`src/rtl/bit_sync_filter_pkg.sv`:
```
// bit_sync_pkg: shared defaults, edge encoding and counter-width helper for bit_sync_filter.
package bit_sync_pkg;
    localparam int DEF_NUM_STAGES = 2;
    localparam int DEF_WIDTH      = 8;
    localparam int DEF_FILT_CNT   = 3;

    typedef enum logic [1:0] {
        EDGE_NONE,
        EDGE_RISE,
        EDGE_FALL
    } edge_e;

    function automatic int clog2(input int v);
        int r = 0;
        for (int i = 0; i < 31; i++)
            if ((1 << i) < v) r = i + 1;
        return r;
    endfunction
endpackage

```
`src/rtl/bit_sync_filter_if.sv`:
```
// bit_sync_filter_if: level inputs and filtered level/pulse outputs of bit_sync_filter.
interface bit_sync_filter_if
    import bit_sync_pkg::*;
#(
    parameter int Width = DEF_WIDTH
) ();
    logic [Width-1:0] Async_data;
    logic [Width-1:0] sync_data;
    logic [Width-1:0] rise_pulse;
    logic [Width-1:0] fall_pulse;

    modport master (output Async_data, input sync_data, rise_pulse, fall_pulse);
    modport slave  (input Async_data, output sync_data, rise_pulse, fall_pulse);
endinterface

```
`src/rtl/bit_sync_filter_channel.sv`:
```
// deglitch_channel: one-bit synchronizer chain followed by a stability filter with edge pulses.
module deglitch_channel
    import bit_sync_pkg::*;
#(
    parameter int   NUM_Stages = DEF_NUM_STAGES,
    parameter int   FILT_CNT   = DEF_FILT_CNT,
    parameter logic INIT       = 1'b0
) (
    input  logic CLK,
    input  logic Reset,
    input  logic async_in,
    output logic sync_out,
    output logic rise,
    output logic fall
);
    localparam int CW = clog2(FILT_CNT + 1);

    logic [NUM_Stages-1:0] chain;
    logic [CW-1:0]         cnt;
    logic                  s;
    edge_e                 kind;

    assign s = chain[NUM_Stages-1];

    // The output flips on the FILT_CNT-th consecutive disagreeing sample.
    always_comb
        kind = (s == sync_out || cnt != CW'(FILT_CNT - 1)) ? EDGE_NONE :
               s ? EDGE_RISE : EDGE_FALL;

    always_ff @(posedge CLK) begin
        if (Reset) begin
            chain    <= {NUM_Stages{INIT}};
            cnt      <= '0;
            sync_out <= INIT;
            rise     <= 1'b0;
            fall     <= 1'b0;
        end else begin
            chain    <= {chain[NUM_Stages-2:0], async_in};
            cnt      <= (s == sync_out || kind != EDGE_NONE) ? '0 : cnt + CW'(1);
            sync_out <= (kind == EDGE_NONE) ? sync_out : s;
            rise     <= kind == EDGE_RISE;
            fall     <= kind == EDGE_FALL;
        end
    end
endmodule

```
`src/rtl/bit_sync_filter.sv`:
```
// bit_sync_filter: Width independent synchronize-and-deglitch channels with rise/fall pulses.
module bit_sync_filter
    import bit_sync_pkg::*;
#(
    parameter int             NUM_Stages = DEF_NUM_STAGES,
    parameter int             Width      = DEF_WIDTH,
    parameter int             FILT_CNT   = DEF_FILT_CNT,
    parameter logic [Width-1:0] INIT     = '0
) (
    input logic               CLK,
    input logic               Reset,
    bit_sync_filter_if.slave  bus
);
    logic [Width-1:0] sync_v;
    logic [Width-1:0] rise_v;
    logic [Width-1:0] fall_v;

    for (genvar i = 0; i < Width; i++) begin : g_ch
        deglitch_channel #(
            .NUM_Stages (NUM_Stages),
            .FILT_CNT   (FILT_CNT),
            .INIT       (INIT[i])
        ) u_ch (
            .CLK      (CLK),
            .Reset    (Reset),
            .async_in (bus.Async_data[i]),
            .sync_out (sync_v[i]),
            .rise     (rise_v[i]),
            .fall     (fall_v[i])
        );
    end

    assign bus.sync_data  = sync_v;
    assign bus.rise_pulse = rise_v;
    assign bus.fall_pulse = fall_v;
endmodule

```
`src/flat_wrapper.sv`:
```
// flat-port wrapper written by rule: the top's interface ports become plain ports
module bit_sync_filter_flat import bit_sync_pkg::*;
#(
    parameter int             NUM_Stages = DEF_NUM_STAGES,
    parameter int             Width      = DEF_WIDTH,
    parameter int             FILT_CNT   = DEF_FILT_CNT,
    parameter logic [Width-1:0] INIT     = '0
)
  (CLK, Reset, bus_Async_data, bus_sync_data, bus_rise_pulse, bus_fall_pulse);
  bit_sync_filter_if #(.Width(Width)) bus_i ();
  input logic CLK;
  input logic Reset;
  input wire logic [$bits(bus_i.Async_data)-1:0] bus_Async_data;
  output wire logic [$bits(bus_i.sync_data)-1:0] bus_sync_data;
  output wire logic [$bits(bus_i.rise_pulse)-1:0] bus_rise_pulse;
  output wire logic [$bits(bus_i.fall_pulse)-1:0] bus_fall_pulse;
  assign bus_i.Async_data = bus_Async_data;
  assign bus_sync_data = bus_i.sync_data;
  assign bus_rise_pulse = bus_i.rise_pulse;
  assign bus_fall_pulse = bus_i.fall_pulse;
  bit_sync_filter #(.NUM_Stages(NUM_Stages), .Width(Width), .FILT_CNT(FILT_CNT), .INIT(INIT)) u_core (.CLK(CLK), .Reset(Reset), .bus(bus_i));
endmodule
```
`config.mk`:
```
export PLATFORM = sky130hd
export DESIGN_NAME = bit_sync_filter_flat
export DESIGN_NICKNAME = d
export VERILOG_FILES = /design/src/rtl/bit_sync_filter_pkg.sv /design/src/rtl/bit_sync_filter_if.sv /design/src/rtl/bit_sync_filter_channel.sv /design/src/rtl/bit_sync_filter.sv /design/src/flat_wrapper.sv
export SDC_FILE = /design/constraint.sdc
export NUM_CORES = 1
export LEC_CHECK = 0
export ABC_AREA = 1
export CORE_MARGIN = 1.5
export CORE_UTILIZATION = 50
export CTS_BUF_LIST = sky130_fd_sc_hd__clkbuf_8
export DETAILED_ROUTE_END_ITERATION = 7
export GPL_TIMING_DRIVEN = 0
export PLACE_DENSITY = 0.76
export SLEW_MARGIN = 5
export SYNTH_ARGS = -nofsm -noshare
export SYNTH_HDL_FRONTEND = slang
export SYNTH_HIERARCHICAL = 1
export SYNTH_SLANG_ARGS = --single-unit
```
`constraint.sdc`:
```
create_clock -name CLK -period 2.4 [get_ports CLK]
set_clock_uncertainty 0.2 [all_clocks]
set_input_delay 0.24 -clock CLK [delete_from_list [all_inputs] [get_ports CLK]]
set_output_delay 0.24 -clock CLK [all_outputs]
set_load 0.1 [all_outputs]
```
==> reports/metrics.csv, run 1 <==
metric,value,unit
cp_top_family,buffers and inverters,
clock_latency,0.30,ns
cp_slowest_stage_delay,1.16,ns
yosysSeqAreaShare,0.574,
clkTransAtPathRegs,0.09,ns
cts_buffer_depth,2,
hold_viol_final,0,
final_nets,282,
wl_per_cell,8.47,um
rsz0062_at_grt,no,
setup_tns,0,ns
num_rows,22,
slew_headroom,0.350,
first_pass_iters,4,
diodes,0,
viasPerCell,4.46,
drc_errors,0,
cp_num_buf_inv,1,
cp-start-kind,flip-flop,
track_usage,0.144,
dp_hpwl,1950,um
drv_slew,0,
antenna_found_initial,0,
ys_ff_latch,56,
grt_pass1_vias,1257,
syn2layout_area_growth,24.4,%
hold_class,reg -> reg,
leakage,0.990,nW
num_vias,1395,
die_area,0.00429,sq mm
cp.arrival,1.86,ns
fill_cells,345,
ant_nets,0,
initial_core_util,0.525,
place_ws,0.429,ns
die_w,65.5,um
finalPower,1.51,mW
max_clock_freq,0.434,GHz
cts_buffers,5,
dpl.cell_count,305,
setup_viol,0,
place_area,0.00234,sq mm
outcome,"finished, final reports clean",
slowest_stage,clkdlybuf4s50_1,
worstSetupPathType,reg -> out,
synth.distinct_cells,11,
yosys_warnings,6,
fin_cells,313,
wl,2650,um
cts_hold_buffers,0,
powerDensity,622,mW/mm^2
post-cts-setup-buffer-count,0,
fin_crit_sh,0.960,
grt_max_degree,49,
worstPathMaxFanout,5,
avgSynthCellArea,8.71,sq um
multi_input_area,621,sq um
die_h,65.5,um
min_period,2.30,ns
grt_overflow,0,
dr.first_iter.drc_count,41,
cts_root_buf,clkbuf_8,
htree_levels,2,
netlist_instances,224,
worst_slew_pin_slew,0.972,ns
worst_slack,0.0953,ns
fin_area,0.00243,sq mm
crit_required,1.96,ns
syn_area,0.00195,sq mm
core,0.00372,sq mm
io_buffers,33,
cts.sink_count,56,
cts_tree,built,
ios,34,
cts_resized,0,
irDropWorstVdd,408,uV
grt_pass1_wl,4710,um
syn-num-nets,242,
path_cells,clkdlybuf4s50_1,
layout-drive-gt1-share,0.117,
cp-end-kind,primary output,
regArea,0.00112,sq mm
cap_violations,0,
gp_congestion,0.715,
Yosys cell counts:
cell type | count | share of area
ha_1 | 8 | 0.051
inv_1 | 48 | 0.092
nand2_2 | 8 | 0.026
nor2_1 | 48 | 0.092
nand4_2 | 8 | 0.051
nand3_1 | 16 | 0.041
a21oi_1 | 8 | 0.021
o21ai_0 | 8 | 0.021
dfxtp_1 | 56 | 0.57
inv_2 | 8 | 0.015
nand2_1 | 8 | 0.015
registers in the layout, indices dropped and copies added, names as in the netlist:
signal / flops
u_core/g_ch.u_ch/fall: 8
u_core/g_ch.u_ch/cnt: 16
u_core/g_ch.u_ch/chain: 16
u_core/g_ch.u_ch/sync_out: 8
u_core/g_ch.u_ch/rise: 8
final cells by class:
cell class	count	area share
timing repair buffer	33	0.134
inverter	56	0.0866
sequential	56	0.462
clock inverter	2	0.00309
multi-input combinational	112	0.256
clock buffer	6	0.0340
tap	48	0.0247
layout by cell type, fill, tap and decap left out, drive strengths merged:
cell,Yosys,layout
nor2,48,48
nand3,16,16
o21ai,8,8
inv,56,58
buf,0,1
nand2,16,16
ha,8,8
clkdlybuf4s50,0,32
clkbuf,0,6
nand4,8,8
dfxtp,56,56
a21oi,8,8
cells by family after synthesis:
| family | after synthesis | synth area share |
|---|---|---|
| compound gates | 16 | 0.0410 |
| fa+ha+maj | 8 | 0.0513 |
| buf+inv | 56 | 0.108 |
| flops | 56 | 0.574 |
| simple gates | 88 | 0.226 |
layer usage:
layer  wire length [um]  GRT usage  up-vias
met3                112     0.0497        6
met4                 72     0.0859        0
met5                  0          0        -
met2               1350      0.268       25
li1                   -          -      756
met1               1110      0.135      608
worst register-to-register path, delay by kind of cell (launching register included):
| family | cells | cell delay, ns |
|---|---|---|
| flops | 1 | 0.32 |
| buf+inv | 2 | 0.12 |
| fa+ha+maj | 1 | 0.17 |
| compound gates | 2 | 0.26 |
where the power goes:
part / internal [mW] / switching [mW] / total [mW]
sequential: 0.945 / 0.00934 / 0.955
clock: 0.227 / 0.268 / 0.495
combinational: 0.0259 / 0.0331 / 0.0589
total: 1.20 / 0.310 / 1.51
metrics by stage:
| step | utilization | hold WS, ns |
|---|---|---|
| 2_1_floorplan | - | 0.109 |
| 3_3_place_gp | 0.630 | 0.189 |
| 3_5_place_dp | 0.629 | 0.194 |
| 4_1_cts | 0.653 | 0.209 |
| 5_1_grt | 0.653 | 0.227 |
| 6_report | 0.653 | 0.207 |
worst paths after layout:
| path | start | to | slack, ns | cells after the start |
|---|---|---|---|---|
| min | u_core/g_ch[0].u_ch/chain[0]$_SDFF_PP0_ | u_core/g_ch[0].u_ch/chain[1]$_SDFF_PP0_ | 0.21 | 2 |
| max | u_core/g_ch[5].u_ch/sync_out$_SDFFE_PP0P_ | bus_sync_data[5] | 0.1 | 1 |
| max reg2reg | u_core/g_ch[3].u_ch/cnt[0]$_SDFF_PP0_ | u_core/g_ch[3].u_ch/sync_out$_SDFFE_PP0P_ | 1.18 | 5 |
| min reg2reg | u_core/g_ch[0].u_ch/chain[0]$_SDFF_PP0_ | u_core/g_ch[0].u_ch/chain[1]$_SDFF_PP0_ | 0.21 | 2 |
Power figures use the tool's default switching activity.
==> run 2, diff against run 1 <==
- CTS_BUF_LIST: sky130_fd_sc_hd__clkbuf_8 -> sky130_fd_sc_hd__clkbuf_4 sky130_fd_sc_hd__clkbuf_8 sky130_fd_sc_hd__clkbuf_16
==> run 2 against run 1 <==
  * Global-route usage is 0.073 points higher
  * Wire length rose by 0.23%
  * Clock-buffer cell count rose by 2
  * Largest cell class unchanged
  * Combinational power hardly changed
  * Total power up 2.0%
  * Clock power increased by 6.3%
  * First-iteration DRC count increased by 17%
  * Non-clock buffer count did not move
  * Final cell count unchanged
==> reports/metrics.csv, run 2 (same netlist as run 1, synthesis figures left out) <==
metric,value,unit
outcome,"finished, final reports clean",
htree_levels,2,
final_nets,282,
slowest_stage,clkdlybuf4s50_1,
setup_tns,0,ns
first_pass_iters,4,
io_buffers,33,
gp_congestion,0.715,
cts_root_buf,clkbuf_8,
die_w,65.5,um
holdPathStages,2,
path_cells,clkdlybuf4s50_1,
dr.first_iter.drc_count,48,
hold_start,u_core/g_ch[0].u_ch/chain[0]$_SDFF_PP0_,
grt_pass1_wl,4730,um
setup_viol,0,
irDropWorstVdd,410,uV
dp_hpwl,1950,um
hold_class,reg -> reg,
worstSetupPathType,reg -> out,
cp_top_family,buffers and inverters,
cts_tree,built,
r2r-start,u_core/g_ch[3].u_ch/cnt[0]$_SDFF_PP0_,
largestRegisters,"u_core/g_ch.u_ch/chain: 16 flops, u_core/g_ch.u_ch/cnt: 16 flops",
drv_slew,0,
cp.arrival,1.87,ns
clock_latency,0.30,ns
grt_pass1_vias,1255,
crit_cells,1,
post-cts-setup-buffer-count,0,
clkTransAtPathRegs,0.09,ns
crit_required,1.96,ns
hold_viol_final,0,
track_usage,0.145,
min_period,2.31,ns
layout_common_cells,"dfxtp_1, inv_1, nor2_1, clkdlybuf4s50_1, nand3_1",
fin_crit_sh,0.961,
wl_per_cell,8.49,um
die_area,0.00429,sq mm
fin_cells,313,
die_h,65.5,um
cts.sink_count,56,
fill_cells,343,
antenna_found_initial,0,
cts_hold_buffers,0,
cp-end-kind,primary output,
worstPathMaxFanout,5,
grt_overflow,0,
cap_violations,0,
wl,2660,um
ant_nets,0,
ios,34,
ff2ff_path_depth,5,
cts_buffers,5,
max_clock_freq,0.434,GHz
dpl.cell_count,305,
cp-start-kind,flip-flop,
powerDensity,632,mW/mm^2
leakage,0.989,nW
core,0.00372,sq mm
layout-drive-gt1-share,0.125,
cp_num_buf_inv,1,
drc_errors,0,
grt_max_degree,49,
cp_slowest_stage_delay,1.16,ns
slew_headroom,0.351,
worst_slew_pin_slew,0.971,ns
diodes,0,
initial_core_util,0.525,
num_rows,22,
num_vias,1402,
cts_buffer_depth,2,
viasPerCell,4.48,
worstSetupStartpoint,u_core/g_ch[5].u_ch/sync_out$_SDFFE_PP0P_,
final_common_cell,dfxtp_1,
cts_resized,0,
rsz0062_at_grt,no,
syn2layout_area_growth,24.7,%
run 2: cell count changes in the layout (fill, tap and decap cells not counted):
| cell | delta |
|---|---|
| inv_1 | -2 |
| clkbuf_4 | +2 |
run 2: metrics by stage:
step                power, mW   util  setup slack (ns)  instance area, sq um  hold slack, ns
floorplan                1.01      -             0.763                  1950           0.109
global placement         1.04  0.630           -0.0928                  2340           0.189
detailed placement       1.04  0.629             0.429                  2340           0.194
CTS                      1.56  0.655            0.0770                  2430           0.209
global route             1.61  0.655            0.0231                  2430           0.227
finish                   1.54  0.655            0.0944                  2430           0.207
run 2: power by group:
part           internal (mW)  switching [mW]  leakage (nW)  total (mW)
clock network          0.258           0.268        0.0523       0.526
logic                 0.0259          0.0330         0.481      0.0589
registers              0.945         0.00936         0.455       0.955
run 2: cell type report:
| type | count | area (sq um) | area share |
|---|---|---|---|
| multi-input cells | 112 | 621 | 0.255 |
| flip-flops and latches | 56 | 1120 | 0.460 |
| well taps | 48 | 60.1 | 0.0247 |
| repair buffers | 33 | 325 | 0.134 |
| clock buffers | 8 | 97.6 | 0.0401 |
| inverters | 56 | 210 | 0.0863 |
run 2: path summary, 6_finish.rpt:
path / to / slack [ns]
min reg2reg: u_core/g_ch[0].u_ch/chain[1]$_SDFF_PP0_ / 0.21
max: bus_sync_data[5] / 0.09
min: u_core/g_ch[0].u_ch/chain[1]$_SDFF_PP0_ / 0.21
max reg2reg: u_core/g_ch[3].u_ch/sync_out$_SDFFE_PP0P_ / 1.18
run 2: routing by layer:
metal | track usage | up-vias | routed length (um) | share of wire
li1 | - | 756 | - | -
met1 | 0.140 | 615 | 1140 | 0.43
met2 | 0.264 | 25 | 1340 | 0.50
met3 | 0.0497 | 6 | 106 | 0.040
met4 | 0.0859 | 0 | 72 | 0.027
met5 | 0 | - | 0 | 0
